[config.mk]
export PLATFORM = sky130hd
export DESIGN_NAME = pwm_leds
export DESIGN_NICKNAME = d
export VERILOG_FILES = /design/src/rtl/pwm_leds.sv
export SDC_FILE = /design/constraint.sdc
export NUM_CORES = 1
export LEC_CHECK = 0
export CAP_MARGIN = 20
export CELL_PAD_IN_SITES_DETAIL_PLACEMENT = 2
export CELL_PAD_IN_SITES_GLOBAL_PLACEMENT = 2
export CORE_UTILIZATION = 37
export DETAILED_ROUTE_END_ITERATION = 16
export PLACE_DENSITY_LB_ADDON = 0.05
export REMOVE_ABC_BUFFERS = 1
export SLEW_MARGIN = 10
export SYNTH_ARGS = -nofsm -noshare
export SYNTH_HDL_FRONTEND = slang
export SYNTH_SLANG_ARGS = --single-unit
[constraint.sdc]
create_clock -name clk -period 3.9 [get_ports clk]
set_clock_uncertainty 0.15 [all_clocks]
set_input_delay 0.585 -clock clk [delete_from_list [all_inputs] [get_ports clk]]
set_output_delay 0.585 -clock clk [all_outputs]
set_load 0.05 [all_outputs]
[src/rtl/pwm_leds.sv]
// rtl/pwm_leds.sv - memory-mapped multi-channel PWM controller with shadowed duty registers
// Duty values latch into per-channel shadows only at period wrap, so outputs never glitch.
module pwm_leds #(
  parameter int CHANNELS = 8,
  parameter int WIDTH    = 8
) (
  input  logic                clk,
  input  logic                reset,
  input  logic [31:0]         address_in,
  input  logic                sel_in,
  input  logic                read_in,
  output logic [31:0]         read_value_out,
  input  logic [3:0]          write_mask_in,
  input  logic [31:0]         write_value_in,
  output logic                ready_out,
  output logic [CHANNELS-1:0] pwm_out,
  output logic                period_irq_out
);

  localparam logic [3:0]       OFF_CTRL     = 4'h0;
  localparam logic [3:0]       OFF_PRESCALE = 4'h1;
  localparam logic [3:0]       OFF_STATUS   = 4'h2;
  localparam logic [3:0]       OFF_COUNT    = 4'h3;
  localparam logic [3:0]       OFF_DUTY0    = 4'h4;
  localparam logic [WIDTH-1:0] COUNT_MAX    = '1;

  logic [1:0]          ctrl_q, ctrl_d;
  logic [15:0]         prescale_q, prescale_d;
  logic                wrap_q, wrap_d;
  logic [15:0]         pre_cnt_q, pre_cnt_d;
  logic [WIDTH-1:0]    count_q, count_d;
  logic [WIDTH-1:0]    duty_q [CHANNELS];
  logic [WIDTH-1:0]    duty_d [CHANNELS];
  logic [WIDTH-1:0]    shadow_q [CHANNELS];
  logic [WIDTH-1:0]    shadow_d [CHANNELS];
  logic [CHANNELS-1:0] pwm_q, pwm_d;

  logic [3:0]  offset;
  logic        wr_en;
  logic        enable;
  logic        tick;
  logic        wrap_evt;
  logic [15:0] lane_bits;
  logic [31:0] rdata;
  logic        unused_bits;

  assign offset    = address_in[5:2];
  assign wr_en     = sel_in & (|write_mask_in);
  assign enable    = ctrl_q[0];
  assign tick      = enable & (pre_cnt_q == prescale_q);
  assign wrap_evt  = tick & (count_q == COUNT_MAX);
  assign lane_bits = {{8{write_mask_in[1]}}, {8{write_mask_in[0]}}};

  // Register write path; a wrap event overrides a same-cycle STATUS clear.
  always_comb begin
    ctrl_d     = ctrl_q;
    prescale_d = prescale_q;
    wrap_d     = wrap_q;
    duty_d     = duty_q;
    if (wr_en) begin
      case (offset)
        OFF_CTRL:     if (write_mask_in[0]) ctrl_d = write_value_in[1:0];
        OFF_PRESCALE: prescale_d = (prescale_q & ~lane_bits) | (write_value_in[15:0] & lane_bits);
        OFF_STATUS:   if (write_mask_in[0] && write_value_in[0]) wrap_d = 1'b0;
        default:      ;
      endcase
      for (int n = 0; n < CHANNELS; n++) begin
        if (offset == OFF_DUTY0 + 4'(n)) begin
          duty_d[n] = (duty_q[n] & ~lane_bits[WIDTH-1:0])
                    | (write_value_in[WIDTH-1:0] & lane_bits[WIDTH-1:0]);
        end
      end
    end
    if (wrap_evt) wrap_d = 1'b1;
  end

  // Timebase and output compare; shadows load the pre-write DUTY value on wrap.
  always_comb begin
    pre_cnt_d = '0;
    count_d   = '0;
    shadow_d  = duty_q;
    pwm_d     = '0;
    if (enable) begin
      pre_cnt_d = tick ? 16'd0 : pre_cnt_q + 16'd1;
      count_d   = tick ? count_q + 1'b1 : count_q;
      if (!wrap_evt) shadow_d = shadow_q;
      for (int n = 0; n < CHANNELS; n++) begin
        pwm_d[n] = count_q < shadow_q[n];
      end
    end
  end

  always_ff @(posedge clk) begin
    if (reset) begin
      ctrl_q     <= '0;
      prescale_q <= '0;
      wrap_q     <= 1'b0;
      pre_cnt_q  <= '0;
      count_q    <= '0;
      pwm_q      <= '0;
      for (int n = 0; n < CHANNELS; n++) begin
        duty_q[n]   <= '0;
        shadow_q[n] <= '0;
      end
    end else begin
      ctrl_q     <= ctrl_d;
      prescale_q <= prescale_d;
      wrap_q     <= wrap_d;
      pre_cnt_q  <= pre_cnt_d;
      count_q    <= count_d;
      pwm_q      <= pwm_d;
      duty_q     <= duty_d;
      shadow_q   <= shadow_d;
    end
  end

  always_comb begin
    rdata = '0;
    case (offset)
      OFF_CTRL:     rdata[1:0]       = ctrl_q;
      OFF_PRESCALE: rdata[15:0]      = prescale_q;
      OFF_STATUS:   rdata[0]         = wrap_q;
      OFF_COUNT:    rdata[WIDTH-1:0] = count_q;
      default:      ;
    endcase
    for (int n = 0; n < CHANNELS; n++) begin
      if (offset == OFF_DUTY0 + 4'(n)) rdata[WIDTH-1:0] = duty_q[n];
    end
  end

  // Bus is OR-combined upstream, so drive zero when not selected.
  assign read_value_out = sel_in ? rdata : 32'd0;
  assign ready_out      = sel_in;
  assign pwm_out        = pwm_q;
  assign period_irq_out = wrap_q & ctrl_q[1];

  assign unused_bits = ^{read_in, address_in[31:6], address_in[1:0], write_value_in[31:16]};

endmodule

# Word level (Yosys, flattened, before mapping)
# Cells that the tools add are included.
# W data, S select, Z words.
# op_classes
addsub,2
n_lt_le_gt_ge,8
eq_ne,14
mux,19
n_bitwise,27
reduce_logical,19
# op_table
cell,n
$mux W64,2
$and A8 B8 Y8,9
$mux W8,9
$lt A8 B8 Y1,8
$or A8 B8 Y8,8
$and A16 B16 Y16,2
$reduce_and A2 Y1,9
$add A16 B1 Y16 const B,1
$eq A16 B16 Y1,1
$eq A4 B3 Y1 const B,4
$eq A4 B4 Y1 const B,4
$mux W16,1
$not A16 Y16,1
$or A16 B16 Y16,1
$pmux W6 S2,1
$add A8 B1 Y8 const B,1
$eq A4 B2 Y1 const B,2
$eq A8 B8 Y1 const B,1
$not A8 Y8,1
$reduce_and A3 Y1,2
$reduce_bool A2 Y1,3
$and A1 B1 Y1,4
$eq A4 B1 Y1 const B,1
$logic_not A4 Y1,1
9 further kinds,12
# totals
reg_bits,179
wordCells,111

# Longest topological paths before layout
# logic_depth
word_depth,11
mapped_depth,8
ltp_nobuf,7

# Worst setup path before layout
# OpenSTA, ideal clock, no wires.
# synth_timing
kind,input -> output
startpoint,input port address_in[2]
endpoint,output port read_value_out[1]
arrival_ns,2.807
required_time_ns,3.165
slack_ns,0.358
stages,7
path_buffers,2
cell_sequence,buf_2 -> nand2b_1 -> clkbuf_1 -> o22ai_1 -> a211o_1 -> a32o_1 -> a21boi_0
# synth_between
elab_chain_len,11
# synth_rtl
item,line,text
"start, declared",9,"input logic [31:0] address_in,"
$eq A4 B2 Y1 (tied with other cells),119,case (offset)
$pmux W1 S3,119,
$mux W8 (7 in a row),127,if (offset == OFF_DUTY0 + 4'(n)) rdata[WIDTH-1:0] = duty_q[n];
$mux W8 *,127,
$mux W16 *,132,assign read_value_out = sel_in ? rdata : 32'd0;
"end, declared",12,"output logic [31:0] read_value_out,"
# Mark *: on every way between the ends. The rest lies on a longest branch, timed or not.

# Worst setup path after layout
# layout_timing
startpoint,input port address_in[4]
endpoint,output port read_value_out[0]
# layout_between
elab_chain_len,11
# layout_rtl
item,line
$eq A4 B2 Y1 (tied with other cells),119
$pmux W1 S4,119
$mux W8 (7 in a row),127
$mux W8 *,127
$mux W16 *,132
# Marks and branches as above.

==> results by stage <==
CTS:
- After clock tree synthesis, the clock-pin slew on the worst setup and hold paths is 0.08 ns.
- The hold buffer count at cts is 0.
- Clock latency on the worst-skew pair, taken at its later pin, is 0.44 ns.
- The tree is rooted in a sky130_fd_sc_hd__clkbuf_16.
- Gates resized during post-CTS repair numbered 0.
- In this run the deepest clock path goes through 2 buffers.
- The post-CTS setup buffer count is 0.
- CTS saw 179 sinks.
- The number of CTS-inserted buffers is 17.
- The clock tree from TritonCTS is done.
- The number of H-tree levels is 4.

Die:
- The number of core rows is 57.
- In this run the standard cell core region covers 0.0243 sq mm.
- The initial utilization of the core area, before any placement, comes to 0.377.
- The die width is 160 um.
- The overall die height is 160 um.
- The die footprint is approximately 0.025 sq mm.
- The I/O pin count is 114.

Worst setup path:
- The setup path with the least slack is of type input pin to output pin.
- Traced cell by cell, the critical path runs through clkdlybuf4s50_1, buf_4, nor2b_1, and2_1, o21ai_0, a32o_1, a21boi_0, buf_12.
- STA puts the critical path data required time at 3.16 ns.
- The critical path's largest stage delay is 0.48 ns.
- Along the worst path, the maximum fanout reaches 6.
- The largest individual stage delay along the critical path comes from the cell sky130_fd_sc_hd__clkdlybuf4s50_1.
- The launching element type of the critical path is an input pin.
- Data on the critical path arrives at its endpoint at ~2.8 ns.
- The worst setup path is captured at an output pin.

Cells and area:
- In the final design database the tool counted around 1200 nets.
- In the final layout, the share of cells above drive strength 1 is 0.0896.
- At the end of the flow the core is filled with cells to 0.434.
- The number of antenna diodes in the final layout is 0.
- From synthesis to final layout, the design area changed by 14.9%.

Timing:
- The number of setup violations in the final report is 0.
- The shortest clock period the worst path allows after layout is 3.49 ns.
- Dividing the final minimum period by the clock period gives 0.895.
- The max-slew violation count is 0.
- The measured slew at the worst slew-check pin is 0.757 ns.
- The final count of hold timing violations is 0.
- The worst pin sits at a relative slew slack of 0.491.
- Derived from the worst setup path, the maximum achievable clock frequency is 286 MHz.
- Setup total negative slack on the finished layout was measured at 0 ns.
- Setup repair after global routing left no endpoint under its margin.

Placement:
- During placement, the flow inserted port buffers numbering 50.
- The global placement routability congestion is 0.740.
- The placed wire-length estimate after detailed placement is 18.8 mm.

Global route:
- The global-route usage over all layers is 0.218.
- The initial antenna violation count is 1.
- The global-route wire length before repair is 42.8 mm.
- Entering global routing, the biggest net connects 130 pins.
- Summed over all layers, the global routing overflow is 0.
- The number of global-route vias before repair is ~7600.

Power and ir drop:
- The maximum vdd ir drop is about 0.00023 V.
- The leakage dissipation is 4.34 nW.
- In this run the power density over the cells is roughly 360 mW/mm^2.

Route:
- The violation count after the first detailed-route iteration is 291.
- The length of the first detailed-routing pass in iterations is 4.
- The average wire per cell in the routed design is roughly 20 um.
- The count of nets left with antenna violations once routing finished came out at 0.
- After detailed routing, the number of vias per cell comes to 5.23.
- Detailed routing inserted a total of ~7000 vias.
- The detailed-route wire length is roughly 27 mm.
- For this run, design rule violations remaining after detail routing come to 0.

Yosys:
- Yosys printed 0 warnings.
- The number of different library cells used by synthesis comes to 50.
- The synthesized area is 0.00918 sq mm.
- In this run, synthesis produced a sequential element count of 179.
- Of the synthesized area, sequential elements account for 0.390.
- The cell count after synthesis is 1003.
- The average cell area after synthesis is 9.15 sq um.

Run status:
- The flow ran to the end, and the final reports show no timing, DRC or antenna violations.

Min path:
- The class of the tightest hold or removal check is register to register.

Run:
- The number of max-capacitance violations reported is 0.
## per-stage QoR
step / hold slack [ns] / power (W) / instance area, sq um / instances / setup WS [ns]
floorplan: 0.284 / 0.00198 / 8770 / 946 / 0.597
global placement: 0.314 / 0.00212 / 9950 / 1340 / 0.431
detailed placement: 0.320 / 0.00212 / 9950 / 1340 / 0.396
CTS: 0.332 / 0.00387 / 10500 / 1372 / 0.393
global route: 0.359 / 0.00395 / 10500 / 1373 / 0.251
finish: 0.327 / 0.00382 / 10500 / 1373 / 0.408
## synthesized netlist by cell type, drive strengths merged
| master | n | area (sq um) |
|---|---|---|
| a211o | 1 | 8.76 |
| or3 | 1 | 6.26 |
| a32o | 2 | 20.0 |
| xor2 | 10 | 87.6 |
| mux2 | 3 | 33.8 |
| dfxtp | 179 | 3580 |
| a21oi | 28 | 140 |
| or4 | 12 | 90.1 |
| ha | 58 | 726 |
| a21o | 16 | 120 |
| a21boi | 2 | 15.0 |
| nor4 | 8 | 50.1 |
| a31o | 1 | 8.76 |
| clkbuf | 36 | 135 |
| nor2b | 6 | 37.5 |
| nand2b | 16 | 100 |
| a221oi | 1 | 8.76 |
| mux4 | 6 | 135 |
| o211ai | 4 | 30.0 |
| o311ai | 9 | 78.8 |
| a32oi | 1 | 8.76 |
| and2 | 17 | 106 |
| nand4 | 6 | 50.0 |
| o21ai | 33 | 165 |
| buf | 36 | 329 |
| nand3 | 36 | 180 |
| xnor2 | 22 | 193 |
| o21a | 1 | 7.51 |
| a22oi | 6 | 45.0 |
| o221ai | 1 | 8.76 |
| nand2 | 50 | 190 |
| a211oi | 9 | 67.6 |
| nor3 | 6 | 40.0 |
| mux2i | 141 | 1410 |
| conb | 1 | 3.75 |
| nor2 | 168 | 646 |
| o22ai | 1 | 6.26 |
| nor4b | 1 | 23.8 |
| and3 | 10 | 65.1 |
| inv | 58 | 218 |
## final timing paths
path | start | to | slack [ns] | cells past startpoint
hold reg to reg | wrap_q | wrap_q | 0.33 | 2
hold / removal | wrap_q | wrap_q | 0.33 | 2
setup / recovery | address_in[4] | read_value_out[0] | 0.41 | 8
setup reg to reg | count_q[4] | shadow_q[21] | 1.18 | 7
## cell type report
type | count | area, sq um
inverter | 58 | 218
sequential | 179 | 3580
timing repair buffer | 71 | 781
clock buffer | 18 | 429
multi-input combinational | 709 | 4980
clock inverter | 14 | 153
tap | 324 | 405
fill | 2651 | 13800
## metal layers
layer,share of wire,global-route usage,up-vias
li1,-,-,3467
met3,0.019,0.0284,27
met4,0.014,0.0594,0
met1,0.45,0.266,3611
met5,0,0,-
met2,0.52,0.398,77
## layout by cell type, fill, tap and decap left out, drive strengths merged, types with 10 or more instances in the layout
| cell | synthesis | final |
|---|---|---|
| a21o | 16 | 16 |
| a21oi | 28 | 28 |
| and2 | 17 | 17 |
| and3 | 10 | 10 |
| buf | 36 | 39 |
| clkbuf | 36 | 18 |
| clkdlybuf4s50 | 0 | 32 |
| conb | 1 | 16 |
| dfxtp | 179 | 179 |
| ha | 58 | 58 |
| inv | 58 | 69 |
| mux2i | 141 | 141 |
| nand2 | 50 | 50 |
| nand2b | 16 | 16 |
| nand3 | 36 | 36 |
| nor2 | 168 | 168 |
| o21ai | 33 | 33 |
| or4 | 12 | 12 |
| xnor2 | 22 | 22 |
| xor2 | 10 | 10 |
## where the power goes
| group | total (W) | internal [W] | switching, W |
|---|---|---|---|
| sequential | 0.00184 | 0.00183 | 0.00000735 |
| clock | 0.00175 | 0.000866 | 0.000883 |
| combinational | 0.000231 | 0.0000710 | 0.000160 |
## cells by family (layout without fill, tap and decap cells)
logic type	Yosys count	in the layout	share of synthesized area
AO/OA/AOI/OAI	116	116	0.0806
XOR/XNOR	32	32	0.0305
adder cells (fa/ha/maj)	58	58	0.0791
buffers and inverters	130	161	0.0743
flip-flops	179	179	0.390
multiplexers	150	150	0.172
other	1	16	0.000408
AND/OR/NAND/NOR	337	337	0.173
## critical path, delay by kind of cell
family	cells	cell delay (ns)
buffers and inverters	3	0.81
AND/OR/NAND/NOR	2	0.67
AO/OA/AOI/OAI	3	0.68
No activity file was read; power rests on OpenSTA's default activity.
